$ cat config.mk
export PLATFORM = sky130hd
export DESIGN_NAME = feistel_round_engine
export DESIGN_NICKNAME = d
export VERILOG_FILES = /design/src/rtl/feistel_round_engine.sv
export SDC_FILE = /design/constraint.sdc
export NUM_CORES = 1
export LEC_CHECK = 0
export ABC_AREA = 1
export CORE_ASPECT_RATIO = 1.1
export CORE_MARGIN = 5
export CORE_UTILIZATION = 39
export CTS_CLUSTER_SIZE = 8
export DETAILED_ROUTE_END_ITERATION = 7
export PLACE_DENSITY = 0.86
export RECOVER_POWER = 50
export SYNTH_ARGS = -nofsm -noshare
export SYNTH_HDL_FRONTEND = slang
export SYNTH_SLANG_ARGS = --single-unit
$ cat constraint.sdc
create_clock -name CLK -period 2.7 [get_ports CLK]
set_clock_uncertainty 0.2 [all_clocks]
set_input_delay 0.54 -clock CLK [delete_from_list [all_inputs] [get_ports CLK]]
set_output_delay 0.54 -clock CLK [all_outputs]
set_load 0.005 [all_outputs]
$ cat src/rtl/feistel_round_engine.sv
// -----------------------------------------------------------------------------
// feistel_round_engine
// Iterative Feistel state register with its own round sequencer. Holds the L/R
// halves and presents R to an external combinational f-function. Each enabled
// cycle it applies L<=R, R<=L^f. The final round skips the swap (DES pre-output
// form). The result is then held behind a valid/ready handshake.
//
// Ports
//   CLK, RST             clock (rising edge), async active-high reset
//   CLR                  synchronous abort back to IDLE with a cleared datapath
//   IN_VALID/IN_READY    input block handshake (IN_LEFT, IN_RIGHT, IN_MODE)
//   ROUND_EN             advance one round this cycle (0 = key-schedule stall)
//   R_CUR / F_OUT        R register to the f-function / its result, same cycle
//   ROUND, MODE          current round index and latched mode for the key sched
//   BUSY                 engine is computing rounds
//   OUT_VALID/OUT_READY  result handshake (OUT_LEFT, OUT_RIGHT = L/R registers)
// -----------------------------------------------------------------------------
module feistel_round_engine #(
   parameter int HALF_W = 32,
   parameter int ROUNDS = 16,
   parameter int RND_W  = 4
) (
   input  logic              CLK,
   input  logic              RST,
   input  logic              CLR,
   input  logic              IN_VALID,
   output logic              IN_READY,
   input  logic [HALF_W-1:0] IN_LEFT,
   input  logic [HALF_W-1:0] IN_RIGHT,
   input  logic              IN_MODE,
   input  logic              ROUND_EN,
   output logic [HALF_W-1:0] R_CUR,
   input  logic [HALF_W-1:0] F_OUT,
   output logic [RND_W-1:0]  ROUND,
   output logic              MODE,
   output logic              BUSY,
   output logic              OUT_VALID,
   input  logic              OUT_READY,
   output logic [HALF_W-1:0] OUT_LEFT,
   output logic [HALF_W-1:0] OUT_RIGHT
);

   typedef enum logic [1:0] {S_IDLE, S_RUN, S_DONE} state_e;

   localparam logic [RND_W-1:0] LAST_RND = RND_W'(ROUNDS - 1);

   state_e             state_q, state_d;
   logic [HALF_W-1:0]  l_q, l_d, r_q, r_d;
   logic [RND_W-1:0]   round_q, round_d;
   logic               mode_q, mode_d;
   logic               ovld_q, ovld_d;

   wire last_rnd = (round_q == LAST_RND);

   // ---------------- FSM: state register ----------------
   always_ff @(posedge CLK or posedge RST) begin
      if (RST) state_q <= S_IDLE;
      else     state_q <= state_d;
   end

   // ---------------- FSM: next state ----------------
   always_comb begin
      state_d = state_q;
      if (CLR) begin
         state_d = S_IDLE;
      end else begin
         case (state_q)
            S_IDLE: if (IN_VALID)             state_d = S_RUN;
            S_RUN:  if (ROUND_EN && last_rnd) state_d = S_DONE;
            S_DONE: if (OUT_READY)            state_d = S_IDLE;
            default:                          state_d = S_IDLE;
         endcase
      end
   end

   // ---------------- FSM: outputs (pure state decode) ----------------
   always_comb begin
      IN_READY = (state_q == S_IDLE);
      BUSY     = (state_q == S_RUN);
   end

   // ---------------- datapath next state ----------------
   always_comb begin
      l_d     = l_q;
      r_d     = r_q;
      round_d = round_q;
      mode_d  = mode_q;
      ovld_d  = ovld_q;
      if (CLR) begin
         // MODE is left alone: it only matters once a new block is latched
         l_d     = '0;
         r_d     = '0;
         round_d = '0;
         ovld_d  = 1'b0;
      end else begin
         case (state_q)
            S_IDLE: if (IN_VALID) begin
               l_d     = IN_LEFT;
               r_d     = IN_RIGHT;
               mode_d  = IN_MODE;
               round_d = '0;
            end
            S_RUN: if (ROUND_EN) begin
               if (last_rnd) begin
                  // final round: no swap, ROUND stays at the last index
                  l_d    = l_q ^ F_OUT;
                  ovld_d = 1'b1;
               end else begin
                  l_d     = r_q;
                  r_d     = l_q ^ F_OUT;
                  round_d = round_q + RND_W'(1);
               end
            end
            S_DONE: if (OUT_READY) begin
               // L/R are kept so the result stays observable after handoff
               ovld_d  = 1'b0;
               round_d = '0;
            end
            default: ;
         endcase
      end
   end

   always_ff @(posedge CLK or posedge RST) begin
      if (RST) begin
         l_q     <= '0;
         r_q     <= '0;
         round_q <= '0;
         mode_q  <= 1'b0;
         ovld_q  <= 1'b0;
      end else begin
         l_q     <= l_d;
         r_q     <= r_d;
         round_q <= round_d;
         mode_q  <= mode_d;
         ovld_q  <= ovld_d;
      end
   end

   assign R_CUR     = r_q;
   assign ROUND     = round_q;
   assign MODE      = mode_q;
   assign OUT_VALID = ovld_q;
   assign OUT_LEFT  = l_q;
   assign OUT_RIGHT = r_q;

endmodule

==> impl_metrics.toml <==
[die]
die_h_um = 127
coreArea_um2 = 12100
fp.dieW_um = 117
design.die.area_um2 = 14800
num_io_pins = 207
rows = 42
start_util = 0.401

[detailed_routing]
avgRoutedWirePerCell_um = 15.5
drt-met1-wl_um = 6570
vias = 5110
maxUsedRoutingLayer = "met4"
met2_length_um = 8260
drt_iter0_drc = 331
ant_nets = 0
wl_um = 16300
viasPerCell = 4.86
wl_met3_um = 1170
drc = 0
firstDrtPassIters = 4

[layout]
fill_cells = 1101
diodes = 0
final_cells = 1051
areaGrowthSynthToFinish_pct = 46.8
drive_gt1_frac = 0.0747
nNetsFinal = 1003
final_area_um2 = 7150

[cts]
clk_pin_slew_worst_paths_ns = 0.06
htreeDepth = 3
cts_num_sinks = 72
clock_path_buffers = 2
cts_tree = "done"
numCtsBuffers = 9
insertion_delay_ns = 0.33
postCtsSetupRepairBufs = 0
clockRootBuffer = "clkbuf_16"
cts_resized = 0
cts_hold_buf = 0

[power]
power.density_nw_per_um2 = 960
ir_drop_mv = 0.454
power.leakage_nw = 3.59
power.share.combinational = 0.526
p_sw_frac = 0.397
seq_power_share = 0.301
p_switching_mw = 2.72
p_clk_frac = 0.173
internal-power_mw = 4.14

[timing]
maxSlewViolCount = 0
max_freq_ghz = 0.417
whs_ns = 0.302
tns_ns = 0
fin_crit_sh = 0.888
setup_viol = 0
fin_crit_ns = 2.40
fin_ws_ns = 0.304
worst_pin_slew_ns = 1.05
relSlewSlack = 0.298
finalHoldViolCount = 0
rsz0062_at_grt = "no"

[logic_synthesis]
yosysSeqAreaShare = 0.370
yosysMostFrequentCell = "nand2_1"
synth_edf_count = 0
synth_flop_cell = "dfrtp_1"
netlist_instances = 722
syn-cell-area_um2 = 4870
synth_warnings = 0
synth.distinct_cells = 24
synth.ff_latch_count = 72
yosys.area.top_type_share = 0.370
synth-async-reset-ratio = 1.00
synth_area_leader_cell = "dfrtp_1"
ys_top_cells_by_area = "dfrtp_1, nand2_1, buf_4"
synth_common_cells = "nand2_1, dfrtp_1, o21ai_0, buf_4, nor2_1"
syn_nets = 832
syn_avg_cell_area_um2 = 6.74

[setup_path]
crit_family = "buffers and inverters"
cp_cell_sequence = "inv_1 -> ha_1 -> clkdlybuf4s50_1"
worst_path_largest_cell_delay_ns = 0.52
slowest_stage = "clkdlybuf4s50_1"
critPathArrivalTime_ns = 1.66
critPathKind = "flip-flop to output pin"
crit_path_start_kind = "flip-flop"
worstPathRequired_ns = 1.96
ff2ff_setup_slack_ns = 0.67
cp_num_buf_inv = 2
crit_path_end_kind = "output pin"
path_max_fanout = 4

[global_route]
grt_pass1_wl_um = 25700
grt_max_degree = 73
overflow = 0
grt_pass1_vias = 5064
antenna_found_initial = 0
track_usage = 0.219

[job]
maxCapViolations = 0

[placed_design]
place_area_um2 = 6870
port_buffers = 206
dp_hpwl_um = 11600
dp_cells = 1036
gp_congestion = 0.813
place_ws_ns = 0.200

[min_path]
worst_hold_path_type = "flip-flop to flip-flop"

[status]
outcome = "completed"
## routing by layer
| metal | global-route usage | vias to the layer above |
|---|---|---|
| met5 | 0 | - |
| met1 | 0.257 | 2352 |
| met3 | 0.0520 | 24 |
| met4 | 0.0769 | 0 |
| li1 | - | 2532 |
| met2 | 0.388 | 202 |
## layout by cell type, fill, tap and decap left out
master / netlist / layout
clkbuf_16: 0 / 9
bufinv_16: 0 / 1
nand4_1: 3 / 3
clkinv_1: 0 / 1
nand4_2: 1 / 1
nand3_1: 11 / 11
a21oi_1: 28 / 28
xor2_1: 28 / 28
nor2_4: 3 / 3
nor2_2: 21 / 21
clkdlybuf4s50_1: 0 / 155
dfrtp_1: 72 / 72
nand3b_1: 2 / 2
nor2_1: 31 / 31
inv_1: 23 / 23
ha_1: 7 / 6
clkinv_2: 0 / 1
buf_12: 0 / 1
dlygate4sd3_1: 0 / 51
nand3_4: 1 / 1
ha_2: 0 / 1
clkbuf_1: 11 / 2
clkinvlp_4: 0 / 1
mux2_2: 1 / 1
buf_4: 36 / 20
o21ai_0: 37 / 37
nand2_4: 1 / 1
clkbuf_8: 0 / 1
inv_2: 2 / 1
clkbuf_4: 0 / 1
nand2_1: 380 / 380
nand3_2: 2 / 2
## logic make-up after synthesis
logic type,after synthesis,share of synthesized area
muxes,1,0.00231
xor gates and xnor gates,28,0.0504
DFF,72,0.370
AOI/OAI and AO/OA,65,0.0668
adders and majority gates,7,0.0180
and+or+nand+nor,456,0.382
buffers and inverters,93,0.111
## area by class of cell
class                   instances  area [um2]  share of cell area
repair buffers                228        2240               0.313
clock buffers                  12         246              0.0345
well taps                     154         193              0.0270
inverters                      25        93.8              0.0131
multi-input cells             557        2530               0.354
flip-flops and latches         72        1800               0.252
clock inverters                 3        42.5             0.00595
## state kept, by name, indices dropped and copies added, names as in the netlist
signal / count
OUT_LEFT: 32
OUT_RIGHT: 32
OUT_VALID: 1
ROUND: 4
state_q: 2
MODE: 1
## worst paths after layout
| kind | from | endpoint | cells after the start |
|---|---|---|---|
| max | state_q[0] | IN_READY | 3 |
| min | MODE | MODE | 1 |
| max reg2reg | state_q[0] | OUT_RIGHT[13] | 9 |
| min reg2reg | MODE | MODE | 1 |
| max in group asynchronous | RST | OUT_RIGHT[30] | 3 |
| min in group asynchronous | RST | OUT_RIGHT[11] | 3 |
## power by group through the flow
stage / clock network, mW / logic, mW / registers [mW]
after global placement: 0 / 3.68 / 2.07
after floorplan: 0 / 2.00 / 2.02
after CTS: 1.21 / 3.77 / 2.08
after detailed placement: 0 / 3.75 / 2.09
final: 1.19 / 3.61 / 2.06
after global routing: 1.26 / 3.98 / 2.13
## metrics by stage
step / utilization / power [mW]
after detailed placement: 0.566 / 5.84
after global routing: 0.589 / 7.37
after global placement: 0.566 / 5.75
final: 0.589 / 6.86
after floorplan: - / 4.02
after CTS: 0.590 / 7.07
No activity file was read; power rests on OpenSTA's default activity.
